[config.mk]
export PLATFORM = sky130hd
export DESIGN_NAME = uart_tx_engine
export DESIGN_NICKNAME = d
export VERILOG_FILES = /design/src/rtl/uart_pkg.sv /design/src/rtl/uart_tx_fifo.sv /design/src/rtl/uart_tx_engine.sv
export SDC_FILE = /design/constraint.sdc
export NUM_CORES = 1
export LEC_CHECK = 0
export ABC_AREA = 1
export CORE_AREA = 5 5 73 124
export CTS_BUF_LIST = sky130_fd_sc_hd__clkbuf_4
export CTS_CLUSTER_SIZE = 10
export DETAILED_ROUTE_END_ITERATION = 7
export DIE_AREA = 0 0 78 129
export GPL_ROUTABILITY_DRIVEN = 0
export PLACE_DENSITY = 0.75
export SLEW_MARGIN = 0
export SYNTH_ARGS = -nofsm -noshare
export SYNTH_HDL_FRONTEND = slang
export SYNTH_SLANG_ARGS = --single-unit
[constraint.sdc]
create_clock -name clk_i -period 2.65 [get_ports clk_i]
set_input_delay 0.3975 -clock clk_i [delete_from_list [all_inputs] [get_ports clk_i]]
set_output_delay 0.3975 -clock clk_i [all_outputs]
set_load 0.02 [all_outputs]
[src/rtl/uart_pkg.sv]
// uart_pkg: shared definitions for the UART transmit path.
//   - tx_state_e      : transmit FSM state encoding
//   - BAUD_*          : baud-select codes 0..7 shared with the baud generator
//   - FRAME_BITS_*    : frame lengths in bit times (start + data + parity + stop)
package uart_pkg;

    typedef enum logic [2:0] {
        ST_IDLE   = 3'd0,
        ST_START  = 3'd1,
        ST_DATA   = 3'd2,
        ST_PARITY = 3'd3,
        ST_STOP   = 3'd4
    } tx_state_e;

    localparam logic [2:0] BAUD_9600   = 3'd0;
    localparam logic [2:0] BAUD_19200  = 3'd1;
    localparam logic [2:0] BAUD_38400  = 3'd2;
    localparam logic [2:0] BAUD_57600  = 3'd3;
    localparam logic [2:0] BAUD_115200 = 3'd4;
    localparam logic [2:0] BAUD_230400 = 3'd5;
    localparam logic [2:0] BAUD_460800 = 3'd6;
    localparam logic [2:0] BAUD_921600 = 3'd7;

    localparam int FRAME_BITS_1STOP     = 10;
    localparam int FRAME_BITS_2STOP     = 11;
    localparam int FRAME_BITS_PAR_1STOP = 11;
    localparam int FRAME_BITS_PAR_2STOP = 12;

endpackage

[src/rtl/uart_tx_fifo.sv]
// uart_tx_fifo: synchronous FIFO holding bytes awaiting transmission.
// Ports:
//   clk_i, rst_i  clock, asynchronous active-high reset (pointers/count only)
//   push, din     write request and data (ignored when full)
//   pop, dout     read request and head-of-queue data (dout is combinational)
//   full, empty   occupancy flags derived from the registered count
//   count         current occupancy, 0..DEPTH
module uart_tx_fifo #(
    parameter  int DEPTH = 8,
    parameter  int W     = 8,
    localparam int AW    = $clog2(DEPTH)
) (
    input  logic          clk_i,
    input  logic          rst_i,
    input  logic          push,
    input  logic          pop,
    input  logic [W-1:0]  din,
    output logic [W-1:0]  dout,
    output logic          full,
    output logic          empty,
    output logic [AW:0]   count
);

    logic [W-1:0]  mem [DEPTH];
    logic [AW-1:0] wr_ptr;
    logic [AW-1:0] rd_ptr;
    logic          do_push;
    logic          do_pop;

    assign full    = (count == (AW+1)'(DEPTH));
    assign empty   = (count == '0);
    assign do_push = push & ~full;
    assign do_pop  = pop & ~empty;
    assign dout    = mem[rd_ptr];

    always_ff @(posedge clk_i) begin
        if (do_push) mem[wr_ptr] <= din;
    end

    // DEPTH is a power of two, so pointers wrap naturally
    always_ff @(posedge clk_i or posedge rst_i) begin
        if (rst_i) begin
            wr_ptr <= '0;
            rd_ptr <= '0;
            count  <= '0;
        end else begin
            if (do_push) wr_ptr <= wr_ptr + AW'(1);
            if (do_pop)  rd_ptr <= rd_ptr + AW'(1);
            case ({do_push, do_pop})
                2'b10:   count <= count + (AW+1)'(1);
                2'b01:   count <= count - (AW+1)'(1);
                default: count <= count;
            endcase
        end
    end

endmodule

[src/rtl/uart_tx_engine.sv]
// uart_tx_engine: UART transmitter. Buffers bytes in a FIFO and serialises them
// LSB-first: start bit, 8 data bits, optional parity, 1 or 2 stop bits.
// One bit time is one period of uart_clk_i; all FSM moves happen on its rising edge.
// Optional feature: define UART_TX_PARITY_EN to add parity_odd_i and the parity bit.
// Ports:
//   clk_i, rst_i   system clock, asynchronous active-high reset
//   uart_clk_i     baud square wave, already synchronous to clk_i
//   tx_data_i/tx_valid_i/tx_ready_o  byte push handshake (ready = FIFO not full)
//   stop2_i        two stop bits when 1, latched at frame start
//   parity_odd_i   odd parity when 1 (UART_TX_PARITY_EN only), latched at frame start
//   tx_o           registered serial line, idle high
//   busy_o         frame in progress or bytes queued
//   tx_done_o      one-clk pulse when the final stop bit ends
//   fifo_count_o   FIFO occupancy
module uart_tx_engine
    import uart_pkg::*;
#(
    parameter  int FIFO_DEPTH = 8,
    parameter  int DATA_W     = 8,
    localparam int CW         = $clog2(FIFO_DEPTH) + 1,
    localparam int BW         = $clog2(DATA_W)
) (
    input  logic              clk_i,
    input  logic              rst_i,
    input  logic              uart_clk_i,
    input  logic [DATA_W-1:0] tx_data_i,
    input  logic              tx_valid_i,
    output logic              tx_ready_o,
    input  logic              stop2_i,
`ifdef UART_TX_PARITY_EN
    input  logic              parity_odd_i,
`endif
    output logic              tx_o,
    output logic              busy_o,
    output logic              tx_done_o,
    output logic [CW-1:0]     fifo_count_o
);

    localparam logic [BW-1:0] BIT_LAST = BW'(DATA_W - 1);

    tx_state_e         state, state_d;
    logic [DATA_W-1:0] shift_q, shift_d;
    logic [BW-1:0]     bit_cnt_q, bit_cnt_d;
    logic              stop2_q, stop2_d;
    logic              stop_sec_q, stop_sec_d;   // second stop bit in progress
    logic              tx_q, tx_d;
    logic              done_q, done_d;
    logic              uart_clk_q;
    logic              tick;
    logic              pop;
    logic              fifo_full;
    logic              fifo_empty;
    logic [DATA_W-1:0] fifo_dout;
`ifdef UART_TX_PARITY_EN
    logic              par_q, par_d;
`endif

    assign tick         = uart_clk_i & ~uart_clk_q;
    assign tx_ready_o   = ~fifo_full;
    assign busy_o       = (state != ST_IDLE) | ~fifo_empty;
    assign tx_o         = tx_q;
    assign tx_done_o    = done_q;

    uart_tx_fifo #(.DEPTH(FIFO_DEPTH), .W(DATA_W)) u_fifo (
        .clk_i (clk_i),
        .rst_i (rst_i),
        .push  (tx_valid_i & ~fifo_full),
        .pop   (pop),
        .din   (tx_data_i),
        .dout  (fifo_dout),
        .full  (fifo_full),
        .empty (fifo_empty),
        .count (fifo_count_o)
    );

    // tx_d is the line level for the state being entered, so the line is a
    // flop and changes exactly on the tick edge.
    always_comb begin
        state_d    = state;
        shift_d    = shift_q;
        bit_cnt_d  = bit_cnt_q;
        stop2_d    = stop2_q;
        stop_sec_d = stop_sec_q;
        tx_d       = tx_q;
        done_d     = 1'b0;
        pop        = 1'b0;
`ifdef UART_TX_PARITY_EN
        par_d      = par_q;
`endif
        if (tick) begin
            case (state)
                ST_IDLE: begin
                    if (!fifo_empty) pop = 1'b1;
                end
                ST_START: begin
                    state_d   = ST_DATA;
                    bit_cnt_d = '0;
                    tx_d      = shift_q[0];
                    shift_d   = shift_q >> 1;
                end
                ST_DATA: begin
                    if (bit_cnt_q == BIT_LAST) begin
`ifdef UART_TX_PARITY_EN
                        state_d = ST_PARITY;
                        tx_d    = par_q;
`else
                        state_d = ST_STOP;
                        tx_d    = 1'b1;
`endif
                    end else begin
                        bit_cnt_d = bit_cnt_q + BW'(1);
                        tx_d      = shift_q[0];
                        shift_d   = shift_q >> 1;
                    end
                end
                ST_PARITY: begin
                    state_d = ST_STOP;
                    tx_d    = 1'b1;
                end
                ST_STOP: begin
                    if (stop2_q && !stop_sec_q) begin
                        stop_sec_d = 1'b1;
                    end else begin
                        done_d  = 1'b1;
                        state_d = ST_IDLE;
                        tx_d    = 1'b1;
                        // chain straight into the next frame with no idle bit
                        if (!fifo_empty) pop = 1'b1;
                    end
                end
                default: begin
                    state_d = ST_IDLE;
                    tx_d    = 1'b1;
                end
            endcase
            // frame start: load byte and latch this frame's configuration
            if (pop) begin
                state_d    = ST_START;
                tx_d       = 1'b0;
                shift_d    = fifo_dout;
                stop2_d    = stop2_i;
                stop_sec_d = 1'b0;
`ifdef UART_TX_PARITY_EN
                par_d      = ^fifo_dout ^ parity_odd_i;
`endif
            end
        end
    end

    always_ff @(posedge clk_i or posedge rst_i) begin
        if (rst_i) begin
            state      <= ST_IDLE;
            shift_q    <= '0;
            bit_cnt_q  <= '0;
            stop2_q    <= 1'b0;
            stop_sec_q <= 1'b0;
            tx_q       <= 1'b1;
            done_q     <= 1'b0;
            uart_clk_q <= 1'b0;
`ifdef UART_TX_PARITY_EN
            par_q      <= 1'b0;
`endif
        end else begin
            state      <= state_d;
            shift_q    <= shift_d;
            bit_cnt_q  <= bit_cnt_d;
            stop2_q    <= stop2_d;
            stop_sec_q <= stop_sec_d;
            tx_q       <= tx_d;
            done_q     <= done_d;
            uart_clk_q <= uart_clk_i;
`ifdef UART_TX_PARITY_EN
            par_q      <= par_d;
`endif
        end
    end

endmodule
Yosys cells after proc, flatten, opt, wreduce, memory -nomap -nowiden
Memory sizes are Yosys's and may differ from the RTL's.
Cells that the tools add are included.
{"block": "word_totals", "ff_bits": 29, "latch_bits": 0, "ramBits": 64, "mem_bits_ro": 0, "inputBits": 13, "out_inout_bits": 8, "word_cells": 81, "memories": 1}
{"block": "op_classes", "n_addsub": 5, "n_mul": 0, "div_mod_pow": 0, "n_lt_le_gt_ge": 0, "eq_ne": 13, "shifts": 0, "n_mux": 27, "bitwise_logic": 8, "n_reduce_logical": 16}
{"name": "u_fifo.mem", "words": 8, "width": 8, "rd": 1, "rd_clocked_by_memory_dff": 0, "write_ports": 1, "line_no": "uart_tx_fifo.sv:24", "text": "logic [W-1:0] mem [DEPTH];"}
{"op": "8-bit 2-to-1 mux", "count": 2}
{"op": "8-bit case mux with 2 select lines", "count": 1}
{"op": "1-bit 2-to-1 mux", "count": 15}
{"op": "3-bit case mux with 5 select lines", "count": 1}
{"op": "3-bit 2-to-1 mux", "count": 4}
{"op": "3-bit AND reduction", "count": 4}
{"op": "3-bit by 1-bit adder with 3-bit output (second input constant)", "count": 3}
{"op": "3-bit inequality test (second input constant)", "count": 3}
{"op": "4-bit case mux with 2 select lines", "count": 1}
{"op": "2-bit nonzero test", "count": 4}
{"op": "3-bit by 2-bit == test with 1-bit output (second input constant)", "count": 2}
{"op": "3-bit == test (second input constant)", "count": 2}
{"op": "3-bit case mux with 2 select lines", "count": 1}
{"op": "3-bit nonzero test", "count": 2}
{"op": "4-bit by 1-bit adder with 4-bit output (second input constant)", "count": 1}
{"op": "1-bit bitwise AND", "count": 4}
{"op": "4-bit == test (second input constant)", "count": 1}
{"op": "4-bit logical NOT", "count": 1}
{"op": "2-bit inequality test (second input constant)", "count": 2}
{"op": "1-bit case mux with 4 select lines", "count": 1}
{"op": "4-bit AND reduction", "count": 1}
{"op": "4-bit by 1-bit subtractor with 4-bit output (second input constant)", "count": 1}
{"op": "3-bit by 1-bit == test with 1-bit output (second input constant)", "count": 1}
{"op": "3-bit logical NOT", "count": 1}
{"op": "8 further kinds", "count": 10}

Depth between registers and ports, before layout
{"block": "depth", "word_depth": 9, "ltp_mapped": 13, "depth_no_buf": 13}

Hierarchy
From an unflattened synthesis, not the netlist that was laid out.
{"block": "hier_totals", "cells_unflattened": 490, "hier_area_um2": 4543.1}
{"module": "uart_tx_fifo", "instances": 1, "cells_each": 358, "area_each_um2": 3405.8, "seq_area_each_um2": 2172.1}
{"module": "uart_tx_engine", "instances": 1, "cells_each": 132, "area_each_um2": 1137.3, "seq_area_each_um2": 476.7}

Least setup slack after synthesis
Ideal clock, no wire load.
{"block": "synth_timing", "kind": "register to register", "start": "reg u_fifo.count[0]", "end": "reg u_fifo.count[2]", "setup_time_ns": 0.083, "arrival_time_ns": 1.961, "t_required_ns": 2.567, "slack_ns": 0.606, "path_stages_with_launch": 10, "synth_period_minus_slack_ns": 2.044, "path_cell_list": "dfrtp_1 -> nor2_1 -> nand3_1 -> nand2_1 -> ha_1 -> xor2_1 -> ha_1 -> a21oi_1 -> xor2_1 -> o21ai_0"}
{"item": "start: declaration", "line_no": "uart_tx_fifo.sv:21", "text": "output logic [AW:0] count"}
{"item": "start signal: assignment", "line_no": "uart_tx_fifo.sv:50", "text": "2'b10: count <= count + (AW+1)'(1);"}
{"item": "start signal: assignment", "line_no": "uart_tx_fifo.sv:51", "text": "2'b01: count <= count - (AW+1)'(1);"}
{"item": "start signal: assignment", "line_no": "uart_tx_fifo.sv:52", "text": "default: count <= count;"}
{"item": "4-bit == test (*)", "line_no": "uart_tx_fifo.sv:30", "text": "assign full = (count == (AW+1)'(DEPTH));"}
{"item": "1-bit inverter (*)"}
{"item": "net tx_ready_o", "line_no": "uart_tx_engine.sv:28", "text": "output logic tx_ready_o,"}
{"item": "1-bit bitwise AND", "line_no": "uart_tx_engine.sv:67", "text": ".push (tx_valid_i & ~fifo_full),"}
{"item": "1-bit bitwise AND (*)", "line_no": "uart_tx_fifo.sv:32", "text": "assign do_push = push & ~full;"}
{"item": "2-bit by 1-bit == test with 1-bit output / 2-bit == test (equally long branches)", "line_no": "uart_tx_fifo.sv:49", "text": "case ({do_push, do_pop})"}
{"item": "4-bit case mux with 2 select lines / 2-bit nonzero test (equally long branches)"}
The timed path passes the listed nets; every way through them passes the cells marked *. The select of a mux whose other input is x is not followed.
A chain may end at the register's enable or synchronous reset.

Final worst setup path
{"block": "layout_timing", "start": "reg state[1]", "end": "out busy_o"}
{"block": "layout_via", "elab_chain_len": 2}
{"item": "start: declaration", "line_no": "uart_tx_engine.sv:41", "text": "tx_state_e state, state_d;"}
{"item": "start signal: assignment", "line_no": "uart_tx_engine.sv:164", "text": "state <= state_d;"}
{"item": "3-bit nonzero test", "line_no": "uart_tx_engine.sv:60", "text": "assign busy_o = (state != ST_IDLE) | ~fifo_empty;"}
{"item": "1-bit OR", "line_no": "uart_tx_engine.sv:60"}
{"item": "end: declaration", "line_no": "uart_tx_engine.sv:34", "text": "output logic busy_o,"}
Every way passes these cells.

==> flow_summary.json <==
{
  "status": "completed",
  "grt.total_usage_pct": 18.2,
  "p_sw_uw": 1850,
  "maxCapViolCount": 0,
  "layout-drive-gt1-share_pct": 10.6,
  "first_pass_iters": 5,
  "cts_buffers": 9,
  "crit_path_max_fanout": 6,
  "insertion_delay_ns": 0.44,
  "dp.cells": 536,
  "grt_pass1_wl_mm": 13.9,
  "avgSynthCellArea_sq_um": 9.90,
  "syn_area_sq_mm": 0.00422,
  "leakage_uw": 0.00206,
  "setup_viol": 0,
  "port_buffers": 20,
  "fin_crit_ns": 2.37,
  "slew-limit-headroom_pct": 62.3,
  "placementRows": 43,
  "pwr-share-seq_pct": 46.1,
  "ios": 21,
  "p_int_uw": 2710,
  "fillCellCount": 667,
  "synth_area_leaders": "edfxtp_1 (46%), dfrtp_1 (17%), nand2_1 (10%)",
  "worst_pin_slew_ns": 0.565,
  "grt_start_max_net_pins": 34,
  "dieArea_sq_mm": 0.0101,
  "initial_core_util_pct": 53.3,
  "cts_root_buf": "clkbuf_4",
  "crit_path_start": "state[1]$_DFFE_PP0P_",
  "reg2regPathDepth": 9,
  "final_cell_mix": "nand2_1 (113), edfxtp_1 (64), inv_1 (62)",
  "required_ns": 2.25,
  "drtAntennaViolNets": 0,
  "synth_top_area_cell": "edfxtp_1",
  "startpoint_type": "flop",
  "cts_num_sinks": 93,
  "vdd_drop_max_mv": 0.424,
  "seq_area_sq_mm": 0.00265,
  "clockBufferDepth": 2,
  "pre_cts_ws_ns": 0.230,
  "critPathArrivalTime_ns": 1.98,
  "crit_type": "flop to output port",
  "worst_slack_ns": 0.276,
  "dieHeight_microns": 129,
  "r2r_end": "u_fifo.count[2]$_DFFE_PP0P_",
  "synth-seq-area-share_pct": 62.8,
  "cts_tree": "yes",
  "finalMaxSlewViolations": 0,
  "synth_warnings": 0,
  "multi_input_area_sq_mm": 0.00123,
  "fin_cells": 553,
  "vias": 2938,
  "htreeDepth": 3,
  "grt_setup_unrepaired": "false",
  "final_common_cell": "nand2_1",
  "synth_seq_cells": 93,
  "cts_resized": 0,
  "place_hpwl_mm": 5.76,
  "clock_skew_ns": 0.0125,
  "drt_iter0_markers": 207,
  "finalCritPeriodShare_pct": 89.6,
  "antenna_found_initial": 1,
  "synthesis.nets": 446,
  "tns_ns": 0,
  "drcViolationCount": 0,
  "syn_inst": 426,
  "drt-vias-per-instance": 5.31,
  "ys_types": 31,
  "ctsHoldBuffers": 0,
  "fmax_mhz": 421,
  "wl_per_cell_microns": 15.4,
  "die_width_microns": 78,
  "switching_share_pct": 40.5,
  "hold_path.class": "input port to asynchronous set/reset pin",
  "combPwrFrac_pct": 39.8,
  "r2r-start": "state[1]$_DFFE_PP0P_",
  "grt_pass1_vias": 3012,
  "coreArea_sq_mm": 0.00791,
  "reg2reg_slack_ns": 0.55,
  "path_clk_slew_ns": 0.13,
  "syn_to_final_growth_pct": 10.4,
  "overflow": 0,
  "clockPowerShare_pct": 14.0,
  "wl_mm": 8.53,
  "yosysTopAreaCellShare_pct": 45.6,
  "post_cts_buffers": 0,
  "hold_viol": 0,
  "nets": 477,
  "power.density_mw_per_mm2": 980,
  "end_kind": "output port"
}
==> cell usage after synthesis (all sizes together) <==
cell,n
o211ai,1
nor2,30
inv,68
xnor2,1
nand3,53
buf,12
dfrtp,28
dfstp,1
o21ai,24
ha,7
a21oi,9
or2,2
nand4,4
nor3,1
xor2,5
clkbuf,1
nand2,115
edfxtp,64
==> flip-flops by register name, indices dropped and copies added, names as in the netlist <==
name	flops
stop2_q	1
u_fifo.wr_ptr	3
u_fifo.count	4
stop_sec_q	1
tx_o	1
shift_q	8
state	3
tx_done_o	1
uart_clk_q	1
u_fifo.mem	64
u_fifo.rd_ptr	3
bit_cnt_q	3
==> critical path: stages, from the launching register on <==
cell	delay (ns)
dfrtp_1	0.47
nor2_2	0.23
nand2_1	0.09
nor2_1	0.17
inv_1	0.05
clkdlybuf4s50_1	0.53
==> how the worst max path moves through the flow <==
| stage | to | slack (ns) | depth (start not counted) |
|---|---|---|---|
| after CTS | busy_o | 0.25 | 5 |
| after global routing | busy_o | 0.13 | 5 |
| final | busy_o | 0.28 | 5 |
| after floorplan | u_fifo.count[2]$_DFFE_PP0P_ | 0.61 | 9 |
| after detailed placement | u_fifo.count[2]$_DFFE_PP0P_ | 0.23 | 11 |
| after global placement | u_fifo.count[2]$_DFFE_PP0P_ | 0.34 | 11 |
==> metrics by stage <==
stage               area, sq um  utilization [%]  hold slack [ns]  total power (uW)
floorplan                  4220                -            0.429              3410
global placement           4550             57.5            0.483              3880
detailed placement         4550             57.5            0.503              3950
CTS                        4650             58.8            0.212              4590
global route               4650             58.9            0.227              4910
finish                     4650             58.9            0.218              4560
==> per-layer routing <==
layer | global-route usage (%) | part of all wire, % | vias to the layer above | routed length (microns)
met2 | 32.3 | 55 | 78 | 4680
met5 | 0 | 0 | - | 0
li1 | - | - | 1447 | -
met4 | 11.0 | 3.0 | 0 | 255
met1 | 19.2 | 37 | 1396 | 3190
met3 | 4.06 | 4.7 | 17 | 404
==> logic make-up (layout without fill, tap and decap cells) <==
kind of cell / Yosys count / after routing / synth area share [%]
fa+ha+maj: 7 / 7 / 2.08
simple gates: 205 / 205 / 21.2
buf+inv: 81 / 117 / 7.92
other cells: 0 / 1 / 0
compound gates: 34 / 34 / 4.72
flops: 93 / 93 / 62.8
xor+xnor: 6 / 6 / 1.25
==> power groups by stage <==
| stage | logic [uW] | clock network, uW | registers, uW |
|---|---|---|---|
| after CTS | 1830 | 658 | 2100 |
| final | 1820 | 640 | 2100 |
| after detailed placement | 1820 | 0 | 2140 |
| after global placement | 1750 | 0 | 2120 |
| after global routing | 2040 | 730 | 2140 |
| after floorplan | 1290 | 0 | 2120 |
==> final cells by class <==
cell class / instances / area share, %
diodes: 1 / 0.0538
clock buffers: 10 / 1.61
clock inverters: 6 / 0.645
inverters: 68 / 5.48
multi-input cells: 252 / 26.5
flip-flops and latches: 93 / 56.9
well taps: 90 / 2.42
repair buffers: 33 / 6.40
Power figures use the tool's default switching activity.
